## config.mk

```make
export PLATFORM = sky130hd
export DESIGN_NAME = spi_master_core_flat
export DESIGN_NICKNAME = d
export VERILOG_FILES = /design/src/rtl/spi_master_core_if.sv /design/src/rtl/spi_master_core.sv /design/src/flat_wrapper.sv
export SDC_FILE = /design/constraint.sdc
export NUM_CORES = 1
export LEC_CHECK = 0
export CORE_AREA = 2 2 81 83
export DETAILED_ROUTE_END_ITERATION = 8
export DIE_AREA = 0 0 83 85
export GPL_ROUTABILITY_DRIVEN = 0
export MAX_ROUTING_LAYER = met4
export SYNTH_ARGS = -nofsm -noshare
export SYNTH_HDL_FRONTEND = slang
export SYNTH_SLANG_ARGS = --single-unit
```

## constraint.sdc

```tcl
create_clock -name clk -period 3.1 [get_ports clk]
set_input_delay 0.31 -clock clk [delete_from_list [all_inputs] [get_ports clk]]
set_output_delay 0.31 -clock clk [all_outputs]
set_load 0.05 [all_outputs]
```

## src/rtl/spi_master_core_if.sv

```systemverilog
// Host-side request/response bundle for spi_master_core.
// The SPI pins stay plain ports on the core.
interface spi_master_core_if #(
   parameter int DATA_W     = 8,
   parameter int NUM_SLAVES = 3
);
   localparam int SS_W = (NUM_SLAVES > 1) ? $clog2(NUM_SLAVES) : 1;

   logic              start;
   logic [DATA_W-1:0] data_write;
   logic [SS_W-1:0]   slave_address;
   logic              cpol;
   logic              cpha;
   logic              lsb_first;
   logic [DATA_W-1:0] data_read;
   logic              busy;
   logic              done;
   logic              err;

   modport master (
      output start, data_write, slave_address, cpol, cpha, lsb_first,
      input  data_read, busy, done, err
   );

   modport slave (
      input  start, data_write, slave_address, cpol, cpha, lsb_first,
      output data_read, busy, done, err
   );
endinterface

```

## src/rtl/spi_master_core.sv

```systemverilog
// SPI master: one word per request, all four CPOL/CPHA modes, MSB/LSB first,
// NUM_SLAVES decoded chip selects, fully registered outputs.
module spi_master_core #(
   parameter int DATA_W     = 8,
   parameter int NUM_SLAVES = 3,
   parameter int CLK_DIV    = 5
) (
   input  logic                  clk,
   input  logic                  rst_n,
   spi_master_core_if.slave      host,
   input  logic                  MISO,
   output logic                  SCLK,
   output logic [NUM_SLAVES-1:0] cs_n,
   output logic                  MOSI
);
   localparam int SS_W   = (NUM_SLAVES > 1) ? $clog2(NUM_SLAVES) : 1;
   localparam int CNT_W  = (CLK_DIV > 1) ? $clog2(CLK_DIV) : 1;
   localparam int EDGE_W = $clog2(2*DATA_W + 1);

   localparam logic [CNT_W-1:0]  CNT_RELOAD = CNT_W'(CLK_DIV - 1);
   localparam logic [EDGE_W-1:0] LAST_EDGE  = EDGE_W'(2*DATA_W - 1);
   localparam logic [EDGE_W-1:0] ALL_EDGES  = EDGE_W'(2*DATA_W);

   typedef enum logic [1:0] {
      IDLE  = 2'd0,
      SETUP = 2'd1,
      XFER  = 2'd2,
      HOLD  = 2'd3
   } state_t;

   state_t                state_q, state_d;
   logic [CNT_W-1:0]      cnt_q, cnt_d;
   logic [EDGE_W-1:0]     edge_q, edge_d;
   logic [DATA_W-1:0]     tx_q, tx_d;
   logic [DATA_W-1:0]     rx_q, rx_d;
   logic                  cpol_q, cpol_d;
   logic                  cpha_q, cpha_d;
   logic                  lsb_q, lsb_d;
   logic                  sclk_q, sclk_d;
   logic [NUM_SLAVES-1:0] cs_n_q, cs_n_d;
   logic                  mosi_q, mosi_d;
   logic [DATA_W-1:0]     data_read_q, data_read_d;
   logic                  busy_q, busy_d;
   logic                  done_q, done_d;
   logic                  err_q, err_d;

   logic                  addr_ok;
   logic                  leading;
   logic                  sample_edge;

   function automatic logic [NUM_SLAVES-1:0] decode_cs(input logic [SS_W-1:0] addr);
      logic [NUM_SLAVES-1:0] v;
      for (int i = 0; i < NUM_SLAVES; i++) begin
         v[i] = (addr != SS_W'(i));
      end
      return v;
   endfunction

   assign addr_ok = ({1'b0, host.slave_address} < (SS_W+1)'(NUM_SLAVES));

   always_comb begin
      // NOTE: every _d gets its hold value first so no path through the case infers a latch.
      state_d     = state_q;
      cnt_d       = cnt_q;
      edge_d      = edge_q;
      tx_d        = tx_q;
      rx_d        = rx_q;
      cpol_d      = cpol_q;
      cpha_d      = cpha_q;
      lsb_d       = lsb_q;
      sclk_d      = sclk_q;
      cs_n_d      = cs_n_q;
      mosi_d      = mosi_q;
      data_read_d = data_read_q;
      done_d      = 1'b0;
      err_d       = 1'b0;
      leading     = 1'b0;
      sample_edge = 1'b0;

      case (state_q)
         IDLE: begin
            cs_n_d = '1;
            mosi_d = 1'b0;
            sclk_d = cpol_q;
            if (host.start && addr_ok) begin
               state_d = SETUP;
               cnt_d   = CNT_RELOAD;
               edge_d  = '0;
               rx_d    = '0;
               cpol_d  = host.cpol;
               cpha_d  = host.cpha;
               lsb_d   = host.lsb_first;
               sclk_d  = host.cpol;
               cs_n_d  = decode_cs(host.slave_address);
               // With CPHA=0 the slave samples on the first edge, so bit one must be out now.
               if (!host.cpha) begin
                  mosi_d = host.lsb_first ? host.data_write[0] : host.data_write[DATA_W-1];
                  tx_d   = host.lsb_first ? (host.data_write >> 1) : (host.data_write << 1);
               end else begin
                  mosi_d = 1'b0;
                  tx_d   = host.data_write;
               end
            end else if (host.start) begin
               err_d = 1'b1;
            end
         end

         SETUP: begin
            if (cnt_q == '0) begin
               state_d = XFER;
               cnt_d   = CNT_RELOAD;
            end else begin
               cnt_d = cnt_q - CNT_W'(1);
            end
         end

         XFER: begin
            if (edge_q == ALL_EDGES) begin
               state_d = HOLD;
               cnt_d   = CNT_RELOAD;
            end else if (cnt_q == '0) begin
               cnt_d       = CNT_RELOAD;
               sclk_d      = ~sclk_q;
               edge_d      = edge_q + EDGE_W'(1);
               leading     = ~edge_q[0];
               sample_edge = (leading != cpha_q);
               if (sample_edge) begin
                  rx_d = lsb_q ? {MISO, rx_q[DATA_W-1:1]} : {rx_q[DATA_W-2:0], MISO};
               end else if (edge_q != LAST_EDGE) begin
                  mosi_d = lsb_q ? tx_q[0] : tx_q[DATA_W-1];
                  tx_d   = lsb_q ? (tx_q >> 1) : (tx_q << 1);
               end
            end else begin
               cnt_d = cnt_q - CNT_W'(1);
            end
         end

         HOLD: begin
            sclk_d = cpol_q;
            if (cnt_q == '0) begin
               state_d     = IDLE;
               cs_n_d      = '1;
               mosi_d      = 1'b0;
               data_read_d = rx_q;
               done_d      = 1'b1;
            end else begin
               cnt_d = cnt_q - CNT_W'(1);
            end
         end

         default: state_d = IDLE;
      endcase

      busy_d = (state_d != IDLE);
   end

   always_ff @(posedge clk or negedge rst_n) begin
      if (!rst_n) begin
         state_q     <= IDLE;
         cnt_q       <= '0;
         edge_q      <= '0;
         tx_q        <= '0;
         rx_q        <= '0;
         cpol_q      <= 1'b0;
         cpha_q      <= 1'b0;
         lsb_q       <= 1'b0;
         sclk_q      <= 1'b0;
         cs_n_q      <= '1;
         mosi_q      <= 1'b0;
         data_read_q <= '0;
         busy_q      <= 1'b0;
         done_q      <= 1'b0;
         err_q       <= 1'b0;
      end else begin
         // NOTE: non-blocking so every flop samples the pre-edge value of every other flop.
         state_q     <= state_d;
         cnt_q       <= cnt_d;
         edge_q      <= edge_d;
         tx_q        <= tx_d;
         rx_q        <= rx_d;
         cpol_q      <= cpol_d;
         cpha_q      <= cpha_d;
         lsb_q       <= lsb_d;
         sclk_q      <= sclk_d;
         cs_n_q      <= cs_n_d;
         mosi_q      <= mosi_d;
         data_read_q <= data_read_d;
         busy_q      <= busy_d;
         done_q      <= done_d;
         err_q       <= err_d;
      end
   end

   assign SCLK           = sclk_q;
   assign cs_n           = cs_n_q;
   assign MOSI           = mosi_q;
   assign host.data_read = data_read_q;
   assign host.busy      = busy_q;
   assign host.done      = done_q;
   assign host.err       = err_q;
endmodule

```

## src/flat_wrapper.sv

```systemverilog
// flat-port wrapper written by rule: the top's interface ports become plain ports
module spi_master_core_flat 
#(
   parameter int DATA_W     = 8,
   parameter int NUM_SLAVES = 3,
   parameter int CLK_DIV    = 5
)
  (clk, rst_n, MISO, SCLK, cs_n, MOSI, host_start, host_data_write, host_slave_address, host_cpol, host_cpha, host_lsb_first, host_data_read, host_busy, host_done, host_err);
  spi_master_core_if #(.DATA_W(DATA_W), .NUM_SLAVES(NUM_SLAVES)) host_i ();
  input  logic clk;
  input  logic rst_n;
  input  logic MISO;
  output logic SCLK;
  output logic [NUM_SLAVES-1:0] cs_n;
  output logic MOSI;
  input wire logic [$bits(host_i.start)-1:0] host_start;
  input wire logic [$bits(host_i.data_write)-1:0] host_data_write;
  input wire logic [$bits(host_i.slave_address)-1:0] host_slave_address;
  input wire logic [$bits(host_i.cpol)-1:0] host_cpol;
  input wire logic [$bits(host_i.cpha)-1:0] host_cpha;
  input wire logic [$bits(host_i.lsb_first)-1:0] host_lsb_first;
  output wire logic [$bits(host_i.data_read)-1:0] host_data_read;
  output wire logic [$bits(host_i.busy)-1:0] host_busy;
  output wire logic [$bits(host_i.done)-1:0] host_done;
  output wire logic [$bits(host_i.err)-1:0] host_err;
  assign host_i.start = host_start;
  assign host_i.data_write = host_data_write;
  assign host_i.slave_address = host_slave_address;
  assign host_i.cpol = host_cpol;
  assign host_i.cpha = host_cpha;
  assign host_i.lsb_first = host_lsb_first;
  assign host_data_read = host_i.data_read;
  assign host_busy = host_i.busy;
  assign host_done = host_i.done;
  assign host_err = host_i.err;
  spi_master_core #(.DATA_W(DATA_W), .NUM_SLAVES(NUM_SLAVES), .CLK_DIV(CLK_DIV)) u_core (.clk(clk), .rst_n(rst_n), .host(host_i), .MISO(MISO), .SCLK(SCLK), .cs_n(cs_n), .MOSI(MOSI));
endmodule
```

==> results.yml <==
run_status:
  status: "finished, final reports clean"
finish:
  fin_nets: 282
  synthToLayoutAreaGrowth_pct: 19.1
  multi_input_comb_area_um2: 1220
  fin_area_um2: 2900
  fillers: 595
  layout-drive-gt1-share_pct: 15.3
  seqCellArea_um2: 1130
  antenna-diode-count: 0
timing:
  finalCriticalPeriod_ns: 2.41
  tightest_slew_ns: 0.975
  fin_crit_sh_pct: 77.7
  slew_headroom_pct: 35.0
  max_freq_ghz: 0.415
  hold_viol_final: 0
  fin_setup_tns_ns: 0
  setup_violations: 0
  skew_ns: 0.00742
  drv_slew: 0
  rsz0062_at_grt: "false"
synthesis:
  synth_edf_count: 0
  syn_nets: 252
  synth_cells: 230
  ys_top_cells_by_area: "dfrtp_1 43%, mux2_2 11%, mux2i_1 6.2%, dfstp_2 3.2%, nand2_1 2.9%"
  ys_seq_elements: 45
  yosysTopAreaCellShare_pct: 43.1
  synth.avg_cell_area_um2: 10.6
  synthFlopType: "dfrtp_1"
  synth_warnings: 0
  yosys.cell_types.count: 44
  synth_top_area_cell: "dfrtp_1"
  yosysSeqAreaShare_pct: 46.4
  synthesis.area_um2: 2440
  async_flop_share_pct: 100
floorplanning:
  row_count: 29
  die_x_um: 83
  core_um2: 6200
  die-area_um2: 7060
  pin_count: 33
  initial_utilization_pct: 39.3
  die_h_um: 85
pwr:
  powerDensity_nw_per_um2: 347
  clockPowerShare_pct: 34.3
  p_seq_share_pct: 58.9
  intPower_uw: 778
  swShare_pct: 22.7
  max-vdd-ir-drop_mv: 0.174
  comb_power_share_pct: 6.8
  p_leak_nw: 1.27
  p_sw_uw: 228
cts:
  clockBufferDepth: 2
  cts_resized: 0
  root_buffer: "clkbuf_8"
  cts_tree: "yes"
  post_cts_buffers: 0
  cts_buffers: 5
  hold_buffers: 0
  clk_pin_slew_ns: 0.08
  htreeDepth: 2
  clock_latency_ns: 0.29
  clock-sinks: 45
setup_path:
  r2r_start: "u_core.edge_q[0]"
  worstPathMaxFanout: 8
  r2r_cells: 6
  reg2reg_to: "u_core.tx_q[3]"
  critPathKind: "register to register"
  r2r_slack_ns: 0.69
  cp-start-kind: "register"
  worst-endpoint-required_ns: 3.28
  crit_arrival_ns: 2.59
  endpoint_kind: "register"
global_route:
  antenna_found_initial: 0
  grt_pass1_vias: 1739
  overflow: 0
  grt_pass1_wl_mm: 8.76
  grt_max_degree: 46
  track_usage_pct: 15.8
placement:
  placed_area_um2: 2820
  io_buffers: 32
  hpwl_mm: 3.46
routing:
  wirelength_mm: 4.94
  num_vias: 1804
  wl_per_cell_um: 14.6
  via_per_inst: 5.34
  ant_nets: 0
  drc_errors: 0
  firstDrtPassIters: 4
  drtIter0Drc: 97
job:
  maxCapViolCount: 0
worst_hold_path:
  hold_class: "primary input to async pin"
[critical path, stage by stage (launching register included)]
cell and delay, ns:
dfrtp_1 0.46, ha_1 0.24, and3_1 0.18, ha_1 0.18, or4b_1 0.56, o21ai_4 0.29, mux2_2 0.37
[synthesized netlist by cell type (5+ instances only)]
master and n:
o22ai_1 7, a21oi_1 6, mux2i_1 15, a21o_1 5
a211oi_1 6, inv_1 9, nor3_1 7, nand3_1 10
mux2_2 23, dfrtp_1 42, ha_1 5, nand2_1 19
nor2b_1 10, clkbuf_1 8, o21ai_0 14
[per-layer routing]
layer / GRT usage [%] / wire length [um] / up-vias
met2: 23.5 / 2240 / 29
met5: - / 0 / -
met3: 3.70 / 150 / 5
li1: - / - / 898
met1: 21.3 / 2460 / 872
met4: 5.81 / 83 / 0
[cell usage in the layout, fill, tap and decap left out, drive strengths merged, types with 9 or more instances in the layout]
| cell type | count |
|---|---|
| clkdlybuf4s50 | 31 |
| dfrtp | 42 |
| inv | 9 |
| mux2 | 23 |
| mux2i | 15 |
| nand2 | 19 |
| nand3 | 10 |
| nor2b | 10 |
| o21ai | 15 |
[power by group through the flow]
| stage | combinational (mW) | sequential [mW] | clock (mW) |
|---|---|---|---|
| 4_1_cts | 0.0701 | 0.593 | 0.362 |
| 6_report | 0.0685 | 0.593 | 0.345 |
| 2_1_floorplan | 0.0246 | 0.606 | 0 |
| 5_1_grt | 0.0770 | 0.594 | 0.394 |
| 3_3_place_gp | 0.0698 | 0.605 | 0 |
| 3_5_place_dp | 0.0696 | 0.605 | 0 |
[cells by family after synthesis]
kind of cell	after synthesis	share of synthesized area, %
simple gates	64	14.0
compound gates	51	14.0
flops	45	46.4
mux	39	17.7
buf+inv	21	3.49
xor+xnor	5	1.80
fa+ha+maj	5	2.57
[flip-flops by register name, indices dropped and copies added, names as in the netlist]
| register | cells |
|---|---|
| u_core.tx_q | 8 |
| u_core.MOSI | 1 |
| u_core.cpol_q | 1 |
| u_core.cnt_q | 3 |
| u_core.SCLK | 1 |
| u_core.cpha_q | 1 |
| u_core.edge_q | 5 |
| u_core.state_q | 2 |
| u_core.lsb_q | 1 |
| u_core.host.data_read | 8 |
| u_core.rx_q | 8 |
| u_core.cs_n | 3 |
| u_core.host.done | 1 |
| u_core.host.busy | 1 |
| u_core.host.err | 1 |
[layout make-up]
type / instances / share of cell area, %
sequential: 45 / 38.9
tap: 77 / 3.32
timing repair buffer: 35 / 11.6
multi-input combinational: 164 / 42.1
clock buffer: 6 / 2.50
clock inverter: 2 / 0.345
inverter: 9 / 1.16
[per-stage QoR]
| step | utilization, % | setup WS [ns] | total power, mW | hold slack (ns) | cells |
|---|---|---|---|---|---|
| after floorplan | - | 0.825 | 0.631 | 0.0144 | 230 |
| after global placement | 45.4 | 0.733 | 0.675 | 0.488 | 330 |
| after detailed placement | 45.4 | 0.691 | 0.675 | 0.495 | 330 |
| after CTS | 46.8 | 0.678 | 1.03 | 0.217 | 338 |
| after global routing | 46.8 | 0.565 | 1.06 | 0.270 | 338 |
| final | 46.8 | 0.692 | 1.01 | 0.177 | 338 |
[how the worst max path moves through the flow]
stage	start	endpoint	slack, ns	depth (start not counted)
2_1_floorplan	u_core.edge_q[0]	u_core.tx_q[0]	0.82	6
4_1_cts	u_core.edge_q[0]	u_core.tx_q[1]	0.68	6
5_1_grt	u_core.edge_q[0]	u_core.tx_q[1]	0.56	6
3_3_place_gp	u_core.edge_q[0]	u_core.tx_q[3]	0.73	6
3_5_place_dp	u_core.edge_q[0]	u_core.tx_q[1]	0.69	6
6_report	u_core.edge_q[0]	u_core.tx_q[3]	0.69	6
Note: power is estimated with default switching activity, not from simulation.
==> RTL edit (config.mk and constraints unchanged) <==
Reset style: synchronous (`rst_n`), changed in one clocked block.
--- a/src/rtl/spi_master_core.sv
+++ b/src/rtl/spi_master_core.sv
@@ -154,7 +154,7 @@
       busy_d = (state_d != IDLE);
    end
 
-   always_ff @(posedge clk or negedge rst_n) begin
+   always_ff @(posedge clk) begin
       if (!rst_n) begin
          state_q     <= IDLE;
          cnt_q       <= '0;
Check against the original RTL: differs if rst_n is asserted again (counterexample within 4 cycles, from zero or initial values and one cycle with rst_n low); with rst_n held inactive, the same outputs for 10 cycles.
==> RTL edit against the original RTL <==
Core utilization shrank 0.65 points. Synthesized cell count grew 20%. Largest cell class unchanged. Routed wire length grew 5.1%. Critical path depth shrank 1. Area after synthesis shrank 1.2%. Die area is the same. Design area shrank 1.4%. Count of clock-buffer cells in the layout shrank 1. Setup slack gained 0.075 ns. Sequential cell count is the same.
Power is not compared: it rests on default switching activity, and its combinational part moved more than twofold at a synthesized area within 25%.
==> RTL edit: results (changes against the original RTL) <==
The post-placement setup slack is 0.535 ns (-0.156 ns), and the global-route met2 utilization is 25.2% (+1.8 points). The clock-cell share of area was 3.02% (+0.17 points). For this design, the slowest cell found on the critical path is sky130_fd_sc_hd__or3b_1.

The tools report the utilization after layout as 46.1% (-0.65 points). The tools report the clock skew after layout as 0.00858 ns (+0.00116 ns). The tools report the HPWL after detailed placement as 3610 um (+4.1%).

By area the synthesized netlist is led by sky130_fd_sc_hd__dfxtp_1, sky130_fd_sc_hd__mux2i_1, sky130_fd_sc_hd__nand2_1. The critical path starts at u_core.state_q[1]$_SDFF_PN0_. The fraction of cell area in non-clock buffers was 12.5% (+0.86 points); the routed length per instance was 13.6 um (-7.0%).

The tools report the wire length after detailed routing as 5190 um (+5.1%). For the via count of the routed design, the log shows 1994 (+11%). The relative slew slack is 52.8% (+18 points), and the pin count of the biggest net entering global routing is 25 (-46%).

Setup slack on the worst flop-to-flop path: 0.77 ns (+0.08 ns). Category of cells accounting for the largest share of critical-path delay: compound AO/OA/AOI/OAI gates. The run gives 80 (-18%) as the number of design-rule violations left by the first detailed-router iteration. Flip-flop and latch share of the layout cell area: 31.5% (-7.5 points).

Sorting the synthesized cells by how often they occur yields sky130_fd_sc_hd__dfxtp_1, sky130_fd_sc_hd__nand2_1, sky130_fd_sc_hd__mux2i_1, sky130_fd_sc_hd__o21ai_0, sky130_fd_sc_hd__nor2b_1. Shortest clock period the worst path allows after layout: 2.33 ns (-0.0751 ns). For the cell area reported after detailed placement, the log shows 2780 um2 (-1.6%). The worst stage delay on the critical path works out to 0.65 ns (+0.09 ns). The data arrival at the endpoint of the critical path is 2.53 ns (-0.06 ns). The final net count came out at 326 (+16%). The tools report the number of distinct standard cells referenced by the synthesized netlist as 43 (-2.3%).

The flow ran to the end, and the final reports show no timing, DRC or antenna violations. The run gives 2330 um (+3.7%) as the detailed route wirelength on metal2. The per-instance average area after synthesis came out at 8.69 um2 (-18%). The proportion of cell area occupied by multi-input gates works out to 48.6% (+6.5 points).

The logs give 299 (+19%) for the synthesized netlist net count and 20.3% (-1.0 points) for the met1 routing resource usage after global routing.
==> RTL edit: cell count changes after synthesis, moves of 8 or more <==
cell / before / now
sky130_fd_sc_hd__a21boi_1: 0 / 8
sky130_fd_sc_hd__or3_1: 0 / 8
sky130_fd_sc_hd__dfrtp_1: 42 / 0
sky130_fd_sc_hd__mux2i_1: 15 / 23
sky130_fd_sc_hd__a21boi_0: 1 / 12
sky130_fd_sc_hd__mux2_2: 23 / 1
sky130_fd_sc_hd__nor2_1: 3 / 11
sky130_fd_sc_hd__nand2_1: 19 / 39
sky130_fd_sc_hd__dfxtp_1: 0 / 45
==> RTL edit: kinds of logic (layout without fill, tap and decap cells) <==
kind of cell    count (synthesis)  after routing  share of synthesized area (%)
fa+ha+maj                       5              5                           2.60
buf+inv                        25             53                           4.78
simple gates                  103            103                           22.3
mux                            24             24                           10.0
flops                          45             45                           37.4
compound gates                 71             71                           21.4
xor+xnor                        4              4                           1.46
